--- src/rtl/game_fsm_multi.sv ---
// rtl/game_fsm_multi.sv - sprite priority select plus lives/level/sound game state machine
//
// Ports:
//   clk, resetN          clock; asynchronous active-low reset
//   start                pulse: begin or restart a game
//   frame_start          pulse at the start of each VGA frame
//   player_draw_req      player pixel active
//   obj_draw_req         per-object pixel active
//   select_mux           0 = background, i+1 = object i, NUM_OBJ+1 = player (combinational)
//   lives, level         remaining lives, current level
//   win, lose, game_over high while in WIN / HIT / GAMEOVER
//   player_reset         one-cycle pulse on every entry into PLAY
//   sound_freq           tone code, 0 when silent
//   enable_sound         tone on

module game_fsm_multi #(
  parameter int                 NUM_OBJ     = 8,
  parameter int                 SEL_W       = 8,
  parameter int                 PLAYER_PRIO = 2,
  parameter logic [NUM_OBJ-1:0] LETHAL_MASK = 8'b0000_0011,
  parameter logic [NUM_OBJ-1:0] GOAL_MASK   = 8'b1000_0000,
  parameter int                 LIVES       = 3,
  parameter int                 LVL_W       = 4,
  parameter int                 SOUND_CYC   = 25_000_000,
  parameter logic [9:0]         HIT_FREQ    = 10'd682,
  parameter logic [9:0]         WIN_FREQ    = 10'd341,
  parameter logic [9:0]         OVER_FREQ   = 10'd1002,
  localparam int                LIV_W       = $clog2(LIVES + 1)
) (
  input  logic               clk,
  input  logic               resetN,
  input  logic               start,
  input  logic               frame_start,
  input  logic               player_draw_req,
  input  logic [NUM_OBJ-1:0] obj_draw_req,
  output logic [SEL_W-1:0]   select_mux,
  output logic [LIV_W-1:0]   lives,
  output logic [LVL_W-1:0]   level,
  output logic               win,
  output logic               lose,
  output logic               game_over,
  output logic               player_reset,
  output logic [9:0]         sound_freq,
  output logic               enable_sound
);

  localparam int               TMR_W      = $clog2(SOUND_CYC);
  localparam logic [TMR_W-1:0] TMR_LOAD   = TMR_W'(SOUND_CYC - 1);
  localparam logic [LIV_W-1:0] LIVES_INIT = LIV_W'(LIVES);
  localparam logic [LVL_W-1:0] LVL_MAX    = '1;

  typedef enum logic [2:0] {S_IDLE, S_PLAY, S_HIT, S_WIN, S_OVER} state_t;

  state_t           state, state_n;
  logic [TMR_W-1:0] timer, timer_n;
  logic             hit, goal, hit_n, goal_n;
  logic [LIV_W-1:0] lives_n;
  logic [LVL_W-1:0] level_n;
  logic             run_n;
  logic [9:0]       freq_n;
  logic             hit_pix, goal_pix;

  assign hit_pix  = player_draw_req & |(obj_draw_req & LETHAL_MASK);
  assign goal_pix = player_draw_req & |(obj_draw_req & GOAL_MASK);

  // Later assignments win: low-priority objects first, then the player,
  // then the objects that draw over the player.
  always_comb begin
    select_mux = '0;
    for (int i = NUM_OBJ - 1; i >= PLAYER_PRIO; i--)
      if (obj_draw_req[i]) select_mux = SEL_W'(i + 1);
    if (player_draw_req) select_mux = SEL_W'(NUM_OBJ + 1);
    for (int i = PLAYER_PRIO - 1; i >= 0; i--)
      if (obj_draw_req[i]) select_mux = SEL_W'(i + 1);
  end

  always_comb begin
    state_n = state;
    timer_n = timer;
    lives_n = lives;
    level_n = level;
    hit_n   = 1'b0;
    goal_n  = 1'b0;
    run_n   = enable_sound;
    freq_n  = '0;
    if (timer != '0) timer_n = timer - 1'b1;

    case (state)
      S_IDLE: begin
        if (start) begin
          state_n = S_PLAY;
          lives_n = LIVES_INIT;
          level_n = '0;
        end
      end
      S_PLAY: begin
        // Decisions use the flags of the frame just ended; a collision in the
        // frame_start cycle seeds the flags of the new frame.
        hit_n  = (frame_start ? 1'b0 : hit)  | hit_pix;
        goal_n = (frame_start ? 1'b0 : goal) | goal_pix;
        if (frame_start && hit) begin
          lives_n = lives - 1'b1;
          state_n = (lives_n == '0) ? S_OVER : S_HIT;
        end else if (frame_start && goal) begin
          state_n = S_WIN;
        end
      end
      S_HIT: begin
        if (timer == '0) state_n = S_PLAY;
      end
      S_WIN: begin
        if (timer == '0) begin
          state_n = S_PLAY;
          if (level != LVL_MAX) level_n = level + 1'b1;
        end
      end
      S_OVER: begin
        // Tone ends after its last timed cycle; the state itself waits for start.
        if (timer == '0) run_n = 1'b0;
        if (start) begin
          state_n = S_PLAY;
          lives_n = LIVES_INIT;
          level_n = '0;
        end
      end
      default: state_n = S_IDLE;
    endcase

    if (state_n != state) begin
      timer_n = TMR_LOAD;
      run_n   = (state_n == S_HIT) || (state_n == S_WIN) || (state_n == S_OVER);
    end
    if (state_n != S_PLAY) begin
      hit_n  = 1'b0;
      goal_n = 1'b0;
    end

    if (run_n) begin
      case (state_n)
        S_HIT:   freq_n = HIT_FREQ;
        S_WIN:   freq_n = WIN_FREQ;
        S_OVER:  freq_n = OVER_FREQ;
        default: freq_n = '0;
      endcase
    end
  end

  always_ff @(posedge clk or negedge resetN) begin
    if (!resetN) begin
      state        <= S_IDLE;
      timer        <= '0;
      hit          <= 1'b0;
      goal         <= 1'b0;
      lives        <= LIVES_INIT;
      level        <= '0;
      win          <= 1'b0;
      lose         <= 1'b0;
      game_over    <= 1'b0;
      player_reset <= 1'b0;
      sound_freq   <= '0;
      enable_sound <= 1'b0;
    end else begin
      state        <= state_n;
      timer        <= timer_n;
      hit          <= hit_n;
      goal         <= goal_n;
      lives        <= lives_n;
      level        <= level_n;
      win          <= (state_n == S_WIN);
      lose         <= (state_n == S_HIT);
      game_over    <= (state_n == S_OVER);
      player_reset <= (state_n == S_PLAY) && (state != S_PLAY);
      sound_freq   <= freq_n;
      enable_sound <= run_n;
    end
  end

endmodule
--- config.mk ---
export PLATFORM = sky130hd
export DESIGN_NAME = game_fsm_multi
export DESIGN_NICKNAME = d
export VERILOG_FILES = /design/src/rtl/game_fsm_multi.sv
export SDC_FILE = /design/constraint.sdc
export NUM_CORES = 1
export LEC_CHECK = 0
export ABC_AREA = 1
export CORE_MARGIN = 2
export CORE_UTILIZATION = 49
export CTS_CLUSTER_SIZE = 30
export DETAILED_ROUTE_END_ITERATION = 10
export HOLD_SLACK_MARGIN = 0.1
export PLACE_DENSITY = 0.82
export SYNTH_ARGS = -nofsm -noshare
export SYNTH_HDL_FRONTEND = slang
export SYNTH_SLANG_ARGS = --single-unit
export TNS_END_PERCENT = 5
--- constraint.sdc ---
create_clock -name clk -period 1.7 [get_ports clk]
set_input_delay 0.34 -clock clk [delete_from_list [all_inputs] [get_ports clk]]
set_output_delay 0.34 -clock clk [all_outputs]
set_load 0.02 [all_outputs]
==> key figures, run 1 <==
Worst setup path
  • Worst R2R End: timer[4]
  • Path depth of the worst reg2reg path: 13
  • Start of the worst register-to-register path: timer[0]
  • Crit path launch type: register
  • Req. time, crit path: 1.93 ns
  • Worst EP arrival: between 2 and 2.5 ns
  • Type of destination of the critical path: register
  • Worst setup slack for register-to-register paths: -0.08 ns
  • Crit-path max FO: 6
  • Type of the setup path with the least slack: register to register

Route
  • Wire per inst: 13.7 um
  • Total via count after detailed routing: 2511
  • Initial drt markers: 111
  • DR vias/cell: 5.13
  • Number of nets with antenna violations after detailed routing: 0
  • Number of detailed-routing iterations run before antenna repair: 4
  • DR DRC count: 0
  • Total Routed Length: 6700 um

Final layout
  • Non-Filler Instances: just under 500
  • End-of-flow core utilization: between 60% and 70%
  • Fraction of final layout cells sized beyond drive strength 1: 34.3%
  • Fill count: 429
  • Synth-to-Final Area Change: 34.8%
  • Total number of nets in the final design: approximately 430
  • Antenna cells: 0

Logic synthesis
  • Count of flip-flops with a built-in enable after synthesis: 0
  • Top cell type by total area after synthesis: sky130_fd_sc_hd__dfrtp_1
  • Part of the Yosys area used for sequential elements: 40.5%
  • Flip-flop and latch count after synthesis: 44
  • Synthesis warning total: 0
  • Cell with the most instances after synthesis: sky130_fd_sc_hd__nand2_1
  • Top cells by area in the synthesized netlist: sky130_fd_sc_hd__dfrtp_1, sky130_fd_sc_hd__nand2_1, sky130_fd_sc_hd__nor2_1
  • Cells after Synth: approximately 340
  • Async set-or-reset flop fraction in the synthesized netlist: 100%
  • Synth unique cells: 40
  • Commonest cells post-synth: sky130_fd_sc_hd__nand2_1, sky130_fd_sc_hd__dfrtp_1, sky130_fd_sc_hd__nor2_1, sky130_fd_sc_hd__inv_1, sky130_fd_sc_hd__nand3_1
  • Average instance area after synthesis: 8.13 sq um
  • Top FF cell, synth: sky130_fd_sc_hd__dfrtp_1
  • Area of the mapped netlist: 2720 sq um
  • Share of the synthesized area in the top cell type: 38.6%

Global route
  • Number of antenna violations at the first check in global routing: 0
  • Number of global-route vias before repair: about 2.5k
  • Residual overflow from global routing: 0
  • Overall global routing resource usage: between 20% and 30%
  • Pin count of the biggest net entering global routing: 22
  • First-pass GRT wire length: approximately 11000 um

Timing
  • Final hold viol count: 0
  • Tmin final: roughly 1.8 ns
  • Final setup margin: -0.0782 ns
  • Maximum clock rate: 0.562 GHz
  • Final Max Slew Viols: 0
  • Setup repair after global routing missed its margin: true
  • Final period util: 105%
  • Total setup violations reported at the end of the flow: 28
  • Summed negative setup slack over all endpoints: -1.22 ns
  • Max Clock Skew: 0.00284 ns

Clock network
  • H-tree depth: 2
  • Number of buffers between clock root and the deepest sink: 2
  • Clock buffers created by TritonCTS: 5
  • Clock tree from TritonCTS: yes
  • CTS Root Buffer Type: sky130_fd_sc_hd__clkbuf_8
  • Sink count of the clock tree: 44
  • Clock input transition at the sequential cells of the worst setup and hold paths: 0.09 ns
  • Clock latency at the later pin of the worst-skew pair: 0.30 ns

Min path
  • Type of the most critical hold path: input port to async pin

Floorplanning
  • Full die area: 6170 sq um
  • Total core area: 5440 sq um
  • Die Y-Extent: 78.6 um
  • Number of placement rows: 27
  • Starting Density: 50.1%
  • Number of top-level pins: between 40 and 50
  • Floorplan die width: 78.6 um

Place
  • IO Port Bufs: 37
  • DP HPWL: 4650 um
  • Placed cells: 475
  • Placer Congestion: 0.860

Power
  • Overall power after layout: 4.80 mW
  • Internal power component: 2.79 mW
  • Share of total power in the clock network: 17.5%
  • Power density relative to cell area: about 1300 nW/um^2
  • Leak: 1.77 nW
  • Part of the total power dissipated in sequential elements: a little under a third
  • Highest ir drop seen on vdd: 597 uV
  • Switching Share: 41.9%
  • Logic pwr share: between 50 and 60%
  • Net switching power: 2.01 mW

Job
  • Number of maximum-capacitance constraint violations: 0

Run status
  • Run status: finished, violations left
  • Violated checks: negative setup slack
==> flip-flops by register name, summed over array words and instances (netlist names) <==
name	flops
timer	25
level	4
sound_freq	3
state	3
lives	2
enable_sound	1
game_over	1
goal	1
hit	1
lose	1
player_reset	1
win	1
==> worst max-delay path by stage <==
stage	cells past startpoint	startpoint	endpoint
finish	13	timer[0]	timer[4]
global route	13	timer[0]	sound_freq[8]
CTS	13	timer[0]	sound_freq[8]
detailed placement	5	obj_draw_req[6]	select_mux[3]
global placement	5	obj_draw_req[6]	select_mux[3]
floorplan	13	timer[0]	timer[14]
==> per-stage QoR <==
step | hold slack [ns] | area [sq um] | setup slack [ns]
2_1_floorplan | 0.0444 | 2760 | -0.0190
3_3_place_gp | 0.311 | 3420 | -0.653
3_5_place_dp | 0.318 | 3420 | -0.689
4_1_cts | 0.525 | 3550 | -0.0841
5_1_grt | 0.548 | 3670 | -0.205
6_report | 0.514 | 3670 | -0.0782
==> logic make-up (layout without fill, tap and decap cells) <==
logic type	Yosys count	in the layout	share of synthesized area, %
AO/OA/AOI/OAI	33	33	7.58
XOR/XNOR	7	7	2.25
adder cells (fa/ha/maj)	3	3	1.38
buffers and inverters	60	139	10.6
flip-flops	44	44	40.5
other	1	4	0.138
AND/OR/NAND/NOR	187	187	37.5
==> layout by cell type, fill, tap and decap left out, types with 3 or more instances in the layout <==
cell type,count
sky130_fd_sc_hd__o211ai_1,4
sky130_fd_sc_hd__inv_2,12
sky130_fd_sc_hd__dlygate4sd2_1,7
sky130_fd_sc_hd__clkbuf_8,5
sky130_fd_sc_hd__nor2_1,37
sky130_fd_sc_hd__nand3_1,17
sky130_fd_sc_hd__nor4_1,4
sky130_fd_sc_hd__buf_4,44
sky130_fd_sc_hd__dfrtp_2,3
sky130_fd_sc_hd__dfrtp_1,39
sky130_fd_sc_hd__nor2_2,14
sky130_fd_sc_hd__clkdlybuf4s50_1,15
sky130_fd_sc_hd__o21ai_0,11
sky130_fd_sc_hd__o21ai_1,5
sky130_fd_sc_hd__nor3_1,6
sky130_fd_sc_hd__nand2_4,5
sky130_fd_sc_hd__nand2_2,8
sky130_fd_sc_hd__nand2_1,55
sky130_fd_sc_hd__nor3_2,5
sky130_fd_sc_hd__inv_1,32
sky130_fd_sc_hd__buf_2,3
sky130_fd_sc_hd__nand4_1,7
sky130_fd_sc_hd__xor2_1,5
sky130_fd_sc_hd__nand3b_1,3
sky130_fd_sc_hd__a21oi_1,4
sky130_fd_sc_hd__nor2_4,8
sky130_fd_sc_hd__nand3_2,10
sky130_fd_sc_hd__inv_6,3
sky130_fd_sc_hd__conb_1,4
sky130_fd_sc_hd__dlymetal6s2s_1,9
==> power groups by stage <==
stage	combinational, mW	sequential (mW)	clock [mW]
global placement	2.21	1.45	0
detailed placement	2.25	1.46	0
finish	2.52	1.44	0.839
global route	2.75	1.47	0.897
CTS	2.27	1.44	0.849
floorplan	1.27	1.61	0
==> critical path: stages (launching register included) <==
cell	delay [ns]
sky130_fd_sc_hd__dfrtp_1	0.42
sky130_fd_sc_hd__inv_2	0.09
sky130_fd_sc_hd__ha_4	0.14
sky130_fd_sc_hd__inv_4	0.04
sky130_fd_sc_hd__nor2_4	0.14
sky130_fd_sc_hd__nand2_2	0.08
sky130_fd_sc_hd__nor2_4	0.13
sky130_fd_sc_hd__nand3_2	0.10
sky130_fd_sc_hd__nand2_4	0.08
sky130_fd_sc_hd__nand2_4	0.05
sky130_fd_sc_hd__nand3_4	0.16
sky130_fd_sc_hd__buf_4	0.17
sky130_fd_sc_hd__inv_6	0.04
sky130_fd_sc_hd__o211ai_1	0.06
==> routing by layer <==
| metal | GRT usage, % | up-vias | wire length, um |
|---|---|---|---|
| li1 | - | 1227 | - |
| met1 | 26.5 | 1218 | 2750 |
| met2 | 39.5 | 57 | 3600 |
| met3 | 4.14 | 9 | 281 |
| met4 | 6.32 | 0 | 61 |
| met5 | 0 | - | 0 |
==> what timing repair did <==
action                                 4_1_cts  5_1_grt
pin swaps                                    7        3
hold buffers                                 1        0
gates cloned                                 0        2
buffers inserted                             0        3
endpoints found under the hold margin       17        0
gates resized for setup                     37       29
setup endpoints to repair                   44       48
==> area by class of cell <==
type | instances | area (sq um) | area share [%]
Timing Repair inverter | 2 | 17.5 | 0.477
Tap cell | 72 | 90.1 | 2.45
Multi-Input combinational cell | 234 | 1430 | 39.0
Clock inverter | 3 | 46.3 | 1.26
Inverter | 47 | 194 | 5.28
Timing Repair Buffer | 82 | 716 | 19.5
Sequential cell | 44 | 1110 | 30.2
Clock buffer | 5 | 68.8 | 1.87
No activity file was read; power rests on OpenSTA's default activity.
==> inputs of run 2 (changes only) <==
--- a/config.mk
+++ b/config.mk
@@ -6,12 +6,13 @@
 export NUM_CORES = 1
 export LEC_CHECK = 0
 export ABC_AREA = 1
+export CAP_MARGIN = 20
 export CORE_MARGIN = 2
 export CORE_UTILIZATION = 49
 export CTS_CLUSTER_SIZE = 30
 export DETAILED_ROUTE_END_ITERATION = 10
 export HOLD_SLACK_MARGIN = 0.1
-export PLACE_DENSITY = 0.82
+export PLACE_DENSITY_LB_ADDON = 0.08
 export SYNTH_ARGS = -nofsm -noshare
 export SYNTH_HDL_FRONTEND = slang
 export SYNTH_SLANG_ARGS = --single-unit
==> key figures, run 2 (same netlist as run 1, synthesis figures left out) <==
Run status
  • Run status: finished, violations left (unchanged)
  • Violated checks: negative setup slack (unchanged)

Min path
  • Worst hold path stage count: 2
  • Type of the most critical hold path: register to register (was input port to async pin)

Final layout
  • Fill count: 413 (was 429)
  • Fraction of final layout cells sized beyond drive strength 1: 40.5% (was 34.3%)
  • Post-route standard cell area excluding fillers: 3930 sq um (was 3670 sq um)
  • Non-Filler Instances: 512 (was 489)
  • Register name with the most flops: timer (unchanged)
  • Area of the multi-input gates: 1500 sq um (was 1430 sq um)
  • End-of-flow core utilization: 72.3% (was 67.5%)
  • Max reg flops: 25 (unchanged)
  • Most used cells in the layout excluding fill and tap cells: sky130_fd_sc_hd__buf_4, sky130_fd_sc_hd__nand2_1, sky130_fd_sc_hd__dfrtp_1, sky130_fd_sc_hd__nor2_1, sky130_fd_sc_hd__inv_1 (was sky130_fd_sc_hd__nand2_1, sky130_fd_sc_hd__buf_4, sky130_fd_sc_hd__dfrtp_1, sky130_fd_sc_hd__nor2_1, sky130_fd_sc_hd__inv_1)
  • Total number of nets in the final design: 455 (was 432)
  • Sequential cell area in the final layout: 1100 sq um (was 1110 sq um)
  • Antenna cells: 0 (unchanged)
  • Synth-to-Final Area Change: 44.4% (was 34.8%)
  • Top flop regs: timer x25, level x4 (unchanged)
  • Commonest non-fill, non-tap cell in the layout: sky130_fd_sc_hd__buf_4 (was sky130_fd_sc_hd__nand2_1)

Timing
  • Total setup violations reported at the end of the flow: 24 (was 28)
  • Tmin final: 1.82 ns (was 1.78 ns)
  • Setup repair after global routing missed its margin: true (unchanged)
  • Final hold viol count: 0 (unchanged)
  • Final period util: 107% (was 105%)
  • Final Max Slew Viols: 0 (unchanged)
  • Final setup margin: -0.117 ns (was -0.0782 ns)
  • Maximum clock rate: 0.550 GHz (was 0.562 GHz)
  • Max Clock Skew: 0.00902 ns (was 0.00284 ns)

Global route
  • Overall global routing resource usage: 22.4% (was 21.9%)
  • Number of global-route vias before repair: 2551 (was 2474)
  • Residual overflow from global routing: 0 (unchanged)
  • First-pass GRT wire length: 11000 um (was 10900 um)
  • Pin count of the biggest net entering global routing: 45 (was 22)
  • Number of antenna violations at the first check in global routing: 0 (unchanged)

Clock network
  • Clock buffers created by TritonCTS: 5 (unchanged)
  • H-tree depth: 2 (unchanged)
  • Clock input transition at the sequential cells of the worst setup and hold paths: 0.09 ns (about the same)
  • Clock tree from TritonCTS: yes (unchanged)
  • CTS Root Buffer Type: sky130_fd_sc_hd__clkbuf_8 (unchanged)
  • Clock latency at the later pin of the worst-skew pair: 0.30 ns (about the same)
  • Number of buffers between clock root and the deepest sink: 2 (unchanged)
  • Sink count of the clock tree: 44 (unchanged)

Worst setup path
  • Critical Path Stages: 13 (unchanged)
  • CP max stage delay: 0.43 ns (was 0.42 ns)
  • Type of destination of the critical path: register (unchanged)
  • Req. time, crit path: 1.90 ns (was 1.93 ns)
  • Cell occurring most often along the worst timing path: sky130_fd_sc_hd__nand2_2
  • CP top delay family: simple AND/OR/NAND/NOR gates (unchanged)
  • Crit path cell chain: buf_6 > inv_4 > nand2_2 > nor2_2 > nand2_2 > nor2_4 > nand2_4 > a21oi_4 > inv_2 > nor2_2 > nand2_1 > nand2_2 > nor2_1 (was inv_2 > ha_4 > inv_4 > nor2_4 > nand2_2 > nor2_4 > nand3_2 > nand2_4 > nand2_4 > nand3_4 > buf_4 > inv_6 > o211ai_1)
  • Crit path launch type: register (unchanged)
  • Slowest cell on the critical path: sky130_fd_sc_hd__dfrtp_1 (unchanged)
  • Path depth of the worst reg2reg path: 13 (unchanged)
  • Worst EP arrival: 2.02 ns (was 2.01 ns)
  • Crit-path max FO: 6 (unchanged)
  • Type of the setup path with the least slack: register to register (unchanged)
  • Count of buffer and inverter cells on the critical path: 3 (was 4)

Floorplanning
  • Die Y-Extent: 78.6 um (unchanged)
  • Floorplan die width: 78.6 um (unchanged)
  • Number of placement rows: 27 (unchanged)
  • Number of top-level pins: 42 (unchanged)
  • Starting Density: 50.1% (unchanged)
  • Total core area: 5440 sq um (unchanged)
  • Full die area: 6170 sq um (unchanged)

Route
  • Number of nets with antenna violations after detailed routing: 0 (unchanged)
  • DR vias/cell: 4.92 (was 5.13)
  • Total Routed Length: 6570 um (was 6700 um)
  • Number of detailed-routing iterations run before antenna repair: 4 (unchanged)
  • DR DRC count: 0 (unchanged)
  • Initial drt markers: 95 (was 111)
  • Wire per inst: 12.8 um (was 13.7 um)
  • Total via count after detailed routing: 2521 (was 2511)

Place
  • IO Port Bufs: 37 (unchanged)
  • DP HPWL: 4720 um (was 4650 um)
  • Placer Congestion: 0.879 (was 0.860)
  • Placement-stage worst setup slack: -0.703 ns (was -0.689 ns)
  • Placed cells: 494 (was 475)
  • Placed Area: 3580 sq um (was 3420 sq um)

Power
  • Power density relative to cell area: 1160 nW/um^2 (was 1310 nW/um^2)
  • Logic pwr share: 50.1% (was 52.5%)
  • Share of total power in the clock network: 18.3% (was 17.5%)
  • Internal power component: 2.66 mW (was 2.79 mW)
  • Part of the total power dissipated in sequential elements: 31.6% (was 30.0%)
  • Switching Share: 41.5% (was 41.9%)
  • Leak: 1.90 nW (was 1.77 nW)
  • Highest ir drop seen on vdd: 559 uV (was 597 uV)
  • Overall power after layout: 4.55 mW (was 4.80 mW)
  • Net switching power: 1.89 mW (was 2.01 mW)

Job
  • Number of maximum-capacitance constraint violations: 0 (unchanged)
==> run 2: changes by cell type in the layout (fill, tap and decap cells not counted), sizes merged <==
cell / before / now
buf: 49 / 74
inv: 49 / 48
clkinv: 1 / 0
dlygate4sd2: 7 / 8
clkbuf: 6 / 5
==> run 2: final timing paths <==
path	start	end	slack, ns
max	timer[16]	sound_freq[4]	-0.12
min	lives[1]	lives[1]	0.52
max reg2reg	timer[16]	sound_freq[4]	-0.12
min reg2reg	lives[1]	lives[1]	0.52
max in group asynchronous	resetN	lives[1]	0.90
min in group asynchronous	resetN	level[3]	0.54
==> run 2: worst min-delay path, delay by kind of cell, from the launching register on <==
family	cells	cell delay (ns)
AO/OA/AOI/OAI	1	0.09
flip-flops	1	0.38
buffers and inverters	1	0.06
==> run 2: through the flow <==
stage	setup TNS, ns	hold slack, ns
5_1_grt	-5.34	0.585
3_5_place_dp	-10.50	0.337
4_1_cts	-1.53	0.523
3_3_place_gp	-9.66	0.339
6_report	-1.41	0.522
2_1_floorplan	-0.213	0.0444
==> run 2: repair_timing <==
item	4_1_cts	5_1_grt
endpoints found under the hold margin	42	0
hold buffers	1	0
setup buffers	2	7
pin swaps	7	13
endpoints found under the setup margin	45	48
resized for setup	54	32
==> run 2: power by group through the flow <==
| stage | Combinational, mW | Clock [mW] | Sequential [mW] |
|---|---|---|---|
| final | 2.28 | 0.834 | 1.44 |
| after global routing | 2.49 | 0.897 | 1.47 |
| after CTS | 2.27 | 0.862 | 1.44 |
| after detailed placement | 2.22 | 0 | 1.46 |
| after global placement | 2.19 | 0 | 1.45 |
| after floorplan | 1.27 | 0 | 1.61 |
==> run 2: area by class of cell <==
type / count / share of cell area (%)
multi-input combinational: 234 / 38.1
clock buffer: 5 / 1.75
sequential: 44 / 28.1
clock inverter: 3 / 1.18
timing repair buffer: 107 / 23.6
inverter: 47 / 5.00
tap: 72 / 2.29
==> run 2: routing by layer <==
layer	routed length, um	GRT usage, %
met2	3490	42.5
met3	206	3.79
met4	119	5.26
met1	2760	26.1
met5	0	0
